$ cat src/rtl/mmio_sensor_hub.sv
// mmio_sensor_hub
//   Memory-mapped I/O hub sitting between the processor data port and board I/O.
//   Raw sensor inputs are synchronised (2 flops) and debounced per channel.
//   The hub keeps sticky rise/fall flags, saturating per-channel rising-edge
//   counters, an interrupt-enable mask and an LED register. Hub register reads
//   are merged with RAM read data so the processor sees one address space.
//
// Ports
//   clock       in   1       system clock, all state on the rising edge
//   reset       in   1       synchronous active-low reset
//   sensor_in   in   NUM_CH  raw asynchronous sensor levels
//   addr        in   32      processor dmem word address
//   wEn         in   1       processor dmem write enable
//   dataIn      in   32      processor write data
//   RAMDataOut  in   32      RAM read data (1-cycle read latency)
//   dataOut     out  32      merged read data
//   irq         out  1       level interrupt, |(RISE & IRQ_EN)
//   LED         out  16      LED register contents
//
// Register map (word offsets from MMIO_BASE, 32-word region)
//   0 STATE  RO   debounced levels
//   1 RISE   W1C  sticky rising-edge flags
//   2 FALL   W1C  sticky falling-edge flags
//   3 IRQ_EN RW   interrupt enable per channel
//   4 LED    RW   low 16 bits drive LED
//   8+i CNT_i     rising-edge count of channel i; any write clears it
//
// Read timing: the bus has no valid/ready handshake. An address presented in
// cycle n is answered in cycle n+1, exactly like the RAM: sel_q remembers
// whether that address hit the hub and rdata_q holds the register value
// sampled before that edge's own updates.
module mmio_sensor_hub #(
  parameter int          NUM_CH          = 8,
  parameter int          DEBOUNCE_CYCLES = 16,
  parameter logic [31:0] MMIO_BASE       = 32'h0000_0F00,
  parameter int          CNT_W           = 16
) (
  input  logic              clock,
  input  logic              reset,
  input  logic [NUM_CH-1:0] sensor_in,
  input  logic [31:0]       addr,
  input  logic              wEn,
  input  logic [31:0]       dataIn,
  input  logic [31:0]       RAMDataOut,
  output logic [31:0]       dataOut,
  output logic              irq,
  output logic [15:0]       LED
);

  localparam int              DB_W     = (DEBOUNCE_CYCLES > 2) ? $clog2(DEBOUNCE_CYCLES) : 1;
  localparam logic [DB_W-1:0] DB_LAST  = DB_W'(DEBOUNCE_CYCLES - 1);
  localparam logic [CNT_W-1:0] CNT_MAX = '1;
  // 33-bit bounds so a base near the top of the address space cannot wrap.
  localparam logic [32:0]     BASE_EXT = {1'b0, MMIO_BASE};
  localparam logic [32:0]     LIMIT    = BASE_EXT + 33'd32;

  localparam logic [4:0] OFF_STATE  = 5'd0;
  localparam logic [4:0] OFF_RISE   = 5'd1;
  localparam logic [4:0] OFF_FALL   = 5'd2;
  localparam logic [4:0] OFF_IRQ_EN = 5'd3;
  localparam logic [4:0] OFF_LED    = 5'd4;
  localparam logic [4:0] OFF_CNT0   = 5'd8;

  logic [NUM_CH-1:0] sync_a;
  logic [NUM_CH-1:0] sync_b;
  logic [NUM_CH-1:0] stable;
  logic [DB_W-1:0]   db_cnt [NUM_CH];
  logic [NUM_CH-1:0] rise_pulse;
  logic [NUM_CH-1:0] fall_pulse;

  logic [NUM_CH-1:0] rise_flags;
  logic [NUM_CH-1:0] fall_flags;
  logic [NUM_CH-1:0] irq_en;
  logic [15:0]       led_q;
  logic [CNT_W-1:0]  ev_cnt [NUM_CH];

  logic              hit;
  logic              wr;
  logic [4:0]        off;
  logic [NUM_CH-1:0] rise_clr;
  logic [NUM_CH-1:0] fall_clr;
  logic [NUM_CH-1:0] cnt_clr;
  logic [31:0]       rd_mux;
  logic              sel_q;
  logic [31:0]       rdata_q;

  // Upper write-data bits have no register behind them.
  logic              unused_data;
  assign unused_data = ^dataIn[31:16];

  // ---------------------------------------------------------------------------
  // Address decode. Only the low 5 bits of the difference matter, and those
  // depend only on the low 5 bits of the operands.
  // ---------------------------------------------------------------------------
  assign hit = ({1'b0, addr} >= BASE_EXT) && ({1'b0, addr} < LIMIT);
  assign off = addr[4:0] - MMIO_BASE[4:0];
  assign wr  = wEn && hit;

  // ---------------------------------------------------------------------------
  // Synchroniser and debounce
  // ---------------------------------------------------------------------------
  // A pulse fires on the same edge that stable takes the new level.
  always_comb begin
    rise_pulse = '0;
    fall_pulse = '0;
    for (int i = 0; i < NUM_CH; i++) begin
      if ((sync_b[i] != stable[i]) && (db_cnt[i] == DB_LAST)) begin
        rise_pulse[i] = sync_b[i];
        fall_pulse[i] = ~sync_b[i];
      end
    end
  end

  always_ff @(posedge clock) begin
    if (!reset) begin
      sync_a <= '0;
      sync_b <= '0;
      stable <= '0;
      for (int i = 0; i < NUM_CH; i++) begin
        db_cnt[i] <= '0;
      end
    end else begin
      sync_a <= sensor_in;
      sync_b <= sync_a;
      for (int i = 0; i < NUM_CH; i++) begin
        if (sync_b[i] == stable[i]) begin
          // Level agrees with the accepted one: any partial count is a glitch.
          db_cnt[i] <= '0;
        end else if (db_cnt[i] == DB_LAST) begin
          stable[i] <= sync_b[i];
          db_cnt[i] <= '0;
        end else begin
          db_cnt[i] <= db_cnt[i] + DB_W'(1);
        end
      end
    end
  end

  // ---------------------------------------------------------------------------
  // Write decode
  // ---------------------------------------------------------------------------
  always_comb begin
    rise_clr = '0;
    fall_clr = '0;
    cnt_clr  = '0;
    if (wr) begin
      case (off)
        OFF_RISE: rise_clr = dataIn[NUM_CH-1:0];
        OFF_FALL: fall_clr = dataIn[NUM_CH-1:0];
        default:  ;
      endcase
      for (int i = 0; i < NUM_CH; i++) begin
        cnt_clr[i] = (off == (OFF_CNT0 + 5'(i)));
      end
    end
  end

  // ---------------------------------------------------------------------------
  // Hub registers
  // ---------------------------------------------------------------------------
  always_ff @(posedge clock) begin
    if (!reset) begin
      rise_flags <= '0;
      fall_flags <= '0;
      irq_en     <= '0;
      led_q      <= '0;
      for (int i = 0; i < NUM_CH; i++) begin
        ev_cnt[i] <= '0;
      end
    end else begin
      // Set wins over a same-cycle W1C so no edge is ever lost.
      rise_flags <= (rise_flags & ~rise_clr) | rise_pulse;
      fall_flags <= (fall_flags & ~fall_clr) | fall_pulse;
      if (wr && (off == OFF_IRQ_EN)) begin
        irq_en <= dataIn[NUM_CH-1:0];
      end
      if (wr && (off == OFF_LED)) begin
        led_q <= dataIn[15:0];
      end
      for (int i = 0; i < NUM_CH; i++) begin
        if (rise_pulse[i]) begin
          // A clear racing an edge keeps that edge: the count restarts at 1.
          if (cnt_clr[i]) begin
            ev_cnt[i] <= CNT_W'(1);
          end else if (ev_cnt[i] != CNT_MAX) begin
            ev_cnt[i] <= ev_cnt[i] + CNT_W'(1);
          end
        end else if (cnt_clr[i]) begin
          ev_cnt[i] <= '0;
        end
      end
    end
  end

  // ---------------------------------------------------------------------------
  // Read path
  // ---------------------------------------------------------------------------
  always_comb begin
    rd_mux = '0;
    case (off)
      OFF_STATE:  rd_mux[NUM_CH-1:0] = stable;
      OFF_RISE:   rd_mux[NUM_CH-1:0] = rise_flags;
      OFF_FALL:   rd_mux[NUM_CH-1:0] = fall_flags;
      OFF_IRQ_EN: rd_mux[NUM_CH-1:0] = irq_en;
      OFF_LED:    rd_mux[15:0]       = led_q;
      default:    ;
    endcase
    for (int i = 0; i < NUM_CH; i++) begin
      if (off == (OFF_CNT0 + 5'(i))) begin
        rd_mux[CNT_W-1:0] = ev_cnt[i];
      end
    end
  end

  always_ff @(posedge clock) begin
    if (!reset) begin
      sel_q   <= 1'b0;
      rdata_q <= '0;
    end else begin
      sel_q   <= hit;
      rdata_q <= rd_mux;
    end
  end

  assign dataOut = sel_q ? rdata_q : RAMDataOut;
  assign irq     = |(rise_flags & irq_en);
  assign LED     = led_q;

endmodule

$ cat config.mk
export PLATFORM = sky130hd
export DESIGN_NAME = mmio_sensor_hub
export DESIGN_NICKNAME = d
export VERILOG_FILES = /design/src/rtl/mmio_sensor_hub.sv
export SDC_FILE = /design/constraint.sdc
export NUM_CORES = 1
export LEC_CHECK = 0
export ABC_AREA = 0
export CAP_MARGIN = 10
export CORE_ASPECT_RATIO = 1.75
export CORE_MARGIN = 2
export CORE_UTILIZATION = 58
export CTS_BUF_LIST = sky130_fd_sc_hd__clkbuf_2
export CTS_CLUSTER_SIZE = 25
export DETAILED_ROUTE_END_ITERATION = 7
export PLACE_DENSITY = 0.82
export SYNTH_ARGS = -nofsm -noshare
export SYNTH_HDL_FRONTEND = slang
export SYNTH_SLANG_ARGS = --single-unit
$ cat constraint.sdc
create_clock -name clock -period 3.5 [get_ports clock]
set_input_delay 0.7 -clock clock [delete_from_list [all_inputs] [get_ports clock]]
set_output_delay 0.7 -clock clock [all_outputs]
set_load 0.005 [all_outputs]
==> results of run 1 <==
==> sequential cells by signal, summed over array words and instances (netlist names) <==
name and flops:
sync_a 8, db_cnt 32, LED 16, irq_en 8
rdata_q 16, stable 8, rise_flags 8, ev_cnt 128
sel_q 1, sync_b 8, fall_flags 8
==> critical path: cells and delay by family, from the launching register on <==
family,cells,cell delay (ns)
buf+inv,2,0.71
mux,1,0.40
flops,1,0.61
==> per-stage QoR <==
stage | std cells | hold slack (ns) | util | total power [mW]
6_report | 1908 | 0.3645 | 0.7052 | 5.441
5_1_grt | 1908 | 0.3790 | 0.7052 | 5.660
4_1_cts | 1907 | 0.3341 | 0.7051 | 5.464
3_5_place_dp | 1806 | 0.4190 | 0.6833 | 3.749
3_3_place_gp | 1806 | 0.4224 | 0.6833 | 3.736
2_1_floorplan | 1379 | 0.4119 | - | 3.481
==> power by group through the flow <==
stage	registers, mW	logic (mW)	clock network [mW]
6_report	3.21	0.487	1.75
5_1_grt	3.22	0.525	1.91
4_1_cts	3.21	0.483	1.77
3_5_place_dp	3.27	0.479	0
3_3_place_gp	3.27	0.471	0
2_1_floorplan	3.24	0.243	0
==> cell type report <==
class / count / area (sq um)
inverter: 26 / 97.59
clock inverter: 24 / 98.84
multi-input combinational: 1048 / 6379
fill: 1769 / 6533
antenna: 1 / 2.502
clock buffer: 77 / 385.4
timing repair buffer: 195 / 1869
sequential: 241 / 6426
tap: 296 / 370.4
==> how the worst min path moves through the flow <==
stage / endpoint / slack [ns] / cells after the start
2_1_floorplan: sync_b[0] / 0.41 / 1
3_3_place_gp: sync_b[1] / 0.42 / 1
3_5_place_dp: sync_b[6] / 0.42 / 1
4_1_cts: LED[8] / 0.33 / 4
5_1_grt: LED[10] / 0.38 / 4
6_report: LED[8] / 0.36 / 4
==> routing by layer <==
| layer | vias to the layer above | share of wire | track usage |
|---|---|---|---|
| met5 | - | 0 | 0 |
| met4 | 0 | 0.064 | 0.1941 |
| met3 | 121 | 0.074 | 0.05112 |
| met2 | 525 | 0.50 | 0.5109 |
| met1 | 5300 | 0.36 | 0.3290 |
| li1 | 5324 | - | - |
==> layout by cell type, fill, tap and decap left out, drive strengths merged, types with 35 or more instances in the layout <==
master	netlist	final
dfxtp	81	81
nand2	115	115
buf	24	57
clkbuf	40	77
xnor2	51	51
nand3	103	103
clkdlybuf4s50	0	138
xor2	82	82
o21ai	45	45
edfxtp	160	160
nor2	204	204
a21oi	35	35
==> logic make-up after synthesis <==
logic type / after synthesis / share of synthesized area
xor gates and xnor gates: 133 / 0.08903
adders and majority gates: 16 / 0.01530
other: 1 / 0.0002866
and+or+nand+nor: 631 / 0.2366
muxes: 38 / 0.03079
DFF: 241 / 0.4912
buffers and inverters: 90 / 0.03022
AOI/OAI and AO/OA: 198 / 0.1066
==> impl_metrics.json, run 1 <==
{
  "synth_ff_type": "edfxtp_1",
  "period_needed_ns": 3.252,
  "synth_cell_type_count": 69,
  "netlist_top_cells_area": "edfxtp_1, dfxtp_1, nor2_1",
  "async_reset_ff_frac": 0,
  "fmax_mhz": 307.5,
  "p_leak_nw": 5.634,
  "slowest_delay_ns": 0.61,
  "dp.final_hpwl_um": 26240,
  "path_clk_slew_ns": 0.13,
  "start_kind": "flip-flop",
  "yosysTopAreaCell": "edfxtp_1",
  "setup_tns_ns": 0,
  "ctsHoldBuffers": 0,
  "io_pins": 156,
  "netlist_top_cells_count": "nor2_1, edfxtp_1, nand2_1, nand3_1, xor2_1",
  "period_share": 0.9290,
  "die_h_um": 202.7,
  "firstDrtPassIters": 8,
  "cts_made_buffers": 54,
  "worstPathRequired_ns": 2.80,
  "reg2reg_to": "ev_cnt[0][40]",
  "cp-end-kind": "output port",
  "ant_nets": 0,
  "crit_path_end": "dataOut[2]",
  "vdd.ir_drop.worst_mv": 0.2108,
  "synth.top_cell.area_share": 0.3672,
  "clock_power_share": 0.321,
  "synth_seq_cells": 241,
  "track_usage": 0.2934,
  "grt_pass1_vias": 10958,
  "wl_um": 35270,
  "via_per_inst": 5.907,
  "drc": 0,
  "avgSynthCellArea_sq_um": 9.706,
  "yosys_warnings": 0,
  "fp-row-count": 72,
  "p_sw_frac": 0.2706,
  "hp-class": "input pin to flip-flop",
  "cpMaxStageDelayCell": "dfxtp_1",
  "worst_slack_ns": 0.2484,
  "areaGrowthSynthToFinish_pct": 19.45,
  "dieArea_sq_um": 23820,
  "seqPwrFrac": 0.590,
  "place_ws_ns": 0.1869,
  "initial_core_util": 0.5904,
  "clockRootBuffer": "clkbuf_2",
  "core_area_sq_um": 22160,
  "stdcell_area_sq_um": 15630,
  "synthCells": 1348,
  "overflow": 0,
  "gp_congestion": 0.9371,
  "hp-start": "reset",
  "critPathLaunch": "sel_q",
  "grt_antenna_before_repair": 1,
  "r2r_start": "db_cnt[0][8]",
  "status": "completed",
  "fin_worst_skew_ns": 0.06366,
  "placed_area_sq_um": 15140,
  "htreeDepth": 2,
  "wl_per_cell_um": 18.49,
  "mappedNetlistArea_sq_um": 13080,
  "clk_latency_ns": 0.86,
  "fin_nets": 1689,
  "crit_chain": "buf_12 -> mux2_2 -> clkdlybuf4s50_1",
  "vias": 11270,
  "hold_viol": 0,
  "postCtsSetupBuffers": 0,
  "setup-violations-final": 0,
  "rsz0062_at_grt": "false",
  "p_switching_mw": 1.472,
  "die_w_um": 117.5,
  "p_int_mw": 3.969,
  "grt_pass1_wl_um": 55980,
  "slew_headroom": 0.3566,
  "p_per_area_nw_per_um2": 348.2,
  "yosysMostFrequentCell": "nor2_1",
  "cts_sinks": 241,
  "path_class": "flip-flop to output port",
  "rr_worst_depth": 7,
  "cp_max_fo": 22,
  "worstMarginPinSlew_ns": 0.9630,
  "final_max_slew_viol_count": 0,
  "crit_arrival_ns": 2.55,
  "synth_edf_count": 160,
  "cap_violations": 0,
  "power_frac_comb": 0.090,
  "grt_max_degree": 81,
  "ys_seq_area_frac": 0.4912,
  "drtIter0Drc": 1265,
  "drive_above_1_share": 0.1155,
  "cts_buffer_depth": 3,
  "io_buffers": 139,
  "cts_resized": 0,
  "cts_tree": "built",
  "rrSetupSlack_ns": 0.99
}
No activity file was read; power rests on OpenSTA's default activity.
==> inputs of run 2 (changes only) <==
==> constraint.sdc (replaced) <==
create_clock -name clock -period 3.5 [get_ports clock]
set_input_delay 0.875 -clock clock [delete_from_list [all_inputs] [get_ports clock]]
set_output_delay 0.875 -clock clock [all_outputs]
set_load 0.005 [all_outputs]
==> run 2 against run 1 <==
- register-to-register slack got worse by 0.09 ns
- maximum frequency fell by 2.8%
- worst setup slack got worse by 0.094 ns
- routed wire length rose by 3.5%
- critical path depth did not move
- power rose by 1.3%
- core utilization rose by 0.81 points
- non-clock buffer count rose by 18
- via count rose by 2.2%
- clock power rose by 3%
- hold slack improved by 0.092 ns
- sequential power barely moved
- critical endpoint unchanged
- largest cell class unchanged
- highest routed layer unchanged
==> impl_metrics.json, run 2 (same netlist as run 1, synthesis figures left out) <==
{
  "period_needed_ns": 3.346,
  "overflow": 0,
  "dp.final_hpwl_um": 27130,
  "clockRootBuffer": "clkbuf_2",
  "io_buffers": 139,
  "wl_per_cell_um": 18.96,
  "cts_made_buffers": 54,
  "via_per_inst": 5.983,
  "vias": 11518,
  "hold_ws_ns": 0.4563,
  "vdd.ir_drop.worst_mv": 0.2289,
  "setup_tns_ns": 0,
  "status": "completed",
  "seqPwrFrac": 0.582,
  "fmax_mhz": 298.9,
  "crit_arrival_ns": 2.47,
  "layout_common_cells": "nor2_1, edfxtp_1, clkdlybuf4s50_1",
  "areaGrowthSynthToFinish_pct": 20.83,
  "p_sw_frac": 0.2680,
  "cts_buffer_depth": 3,
  "clock_power_share": 0.327,
  "path_class": "flip-flop to output port",
  "fp-row-count": 72,
  "path_clk_slew_ns": 0.12,
  "worstPathRequired_ns": 2.62,
  "worstMarginPinSlew_ns": 0.9846,
  "wl_um": 36490,
  "largest_register_ffs": 128,
  "regMostFlops": "ev_cnt",
  "die_w_um": 117.5,
  "grt_antenna_before_repair": 1,
  "hold_viol": 0,
  "cp_max_fo": 22,
  "period_share": 0.9560,
  "clk_latency_ns": 0.89,
  "io_pins": 156,
  "layout_commonest_cell": "nor2_1",
  "die_h_um": 202.7,
  "htreeDepth": 2,
  "track_usage": 0.3038,
  "cts_sinks": 241,
  "p_leak_nw": 5.761,
  "p_int_mw": 4.035,
  "grt_max_degree": 76,
  "drive_above_1_share": 0.1302,
  "slew_headroom": 0.3422,
  "grt_pass1_vias": 11255,
  "start_kind": "flip-flop",
  "fin_nets": 1707,
  "core_area_sq_um": 22160,
  "cap_violations": 0,
  "initial_core_util": 0.5904,
  "cts_tree": "built",
  "dieArea_sq_um": 23820,
  "ant_nets": 0,
  "ctsHoldBuffers": 0,
  "firstDrtPassIters": 5,
  "cp-end-kind": "output port",
  "reg_top3": "ev_cnt x128, db_cnt x32",
  "grt_pass1_wl_um": 57740,
  "fin_worst_skew_ns": 0.04806,
  "postCtsSetupBuffers": 0,
  "p_switching_mw": 1.477,
  "final_max_slew_viol_count": 0,
  "hp-class": "flip-flop to flip-flop",
  "drc": 0,
  "rsz0062_at_grt": "false",
  "setup-violations-final": 0,
  "power_frac_comb": 0.091,
  "p_per_area_nw_per_um2": 348.7,
  "gp_congestion": 0.9714,
  "drtIter0Drc": 1183
}
[run 2: layer usage]
metal  wire, um  global-route usage  up-vias
met5          0                   0        -
met4       2178              0.1738        0
met3       2479             0.05646      117
met2      18500              0.5397      529
met1      13340              0.3407     5505
li1           -                   -     5367
[run 2: worst max-delay path: stages (launching register included)]
cell and delay [ns]:
dfxtp_2 0.50, buf_12 0.24, mux2_2 0.40, clkdlybuf4s50_1 0.46
[run 2: power groups by stage]
stage / sequential, mW / clock (mW) / combinational, mW
floorplan: 3.24 / 0 / 0.243
global placement: 3.27 / 0 / 0.479
detailed placement: 3.27 / 0 / 0.490
CTS: 3.21 / 1.84 / 0.494
global route: 3.22 / 1.99 / 0.536
finish: 3.21 / 1.80 / 0.499
[run 2: worst paths after layout]
| path | from | to | slack, ns | depth (start not counted) |
|---|---|---|---|---|
| max | sel_q | dataOut[2] | 0.15 | 3 |
| max reg2reg | db_cnt[0][8] | ev_cnt[0][36] | 0.90 | 7 |
| min | sync_a[0] | sync_b[0] | 0.46 | 1 |
| min reg2reg | sync_a[0] | sync_b[0] | 0.46 | 1 |
[run 2: area by class of cell]
cell class | instances | area, sq um
fillers | 1740 | 6352
clock inverters | 11 | 45.04
well taps | 296 | 370.4
clock buffers | 89 | 445.4
repair buffers | 213 | 2042
diodes | 1 | 2.502
inverters | 26 | 97.59
flip-flops and latches | 241 | 6427
multi-input cells | 1048 | 6379
[run 2: through the flow]
| stage | setup WS (ns) | cell area [sq um] | std cells | power (mW) | utilization |
|---|---|---|---|---|---|
| 5_1_grt | 0.05798 | 15810 | 1925 | 5.744 | 0.7134 |
| 6_report | 0.1541 | 15810 | 1925 | 5.512 | 0.7134 |
| 4_1_cts | 0.09360 | 15810 | 1924 | 5.543 | 0.7132 |
| 3_5_place_dp | 0.03393 | 15310 | 1824 | 3.760 | 0.6911 |
| 3_3_place_gp | 0.1160 | 15310 | 1824 | 3.746 | 0.6911 |
| 2_1_floorplan | 0.3343 | 13200 | 1379 | 3.481 | - |
[run 2: what timing repair did]
action,CTS,global route
gates resized for setup,1,0
setup endpoints to repair,16,0
hold endpoints to repair,0,0
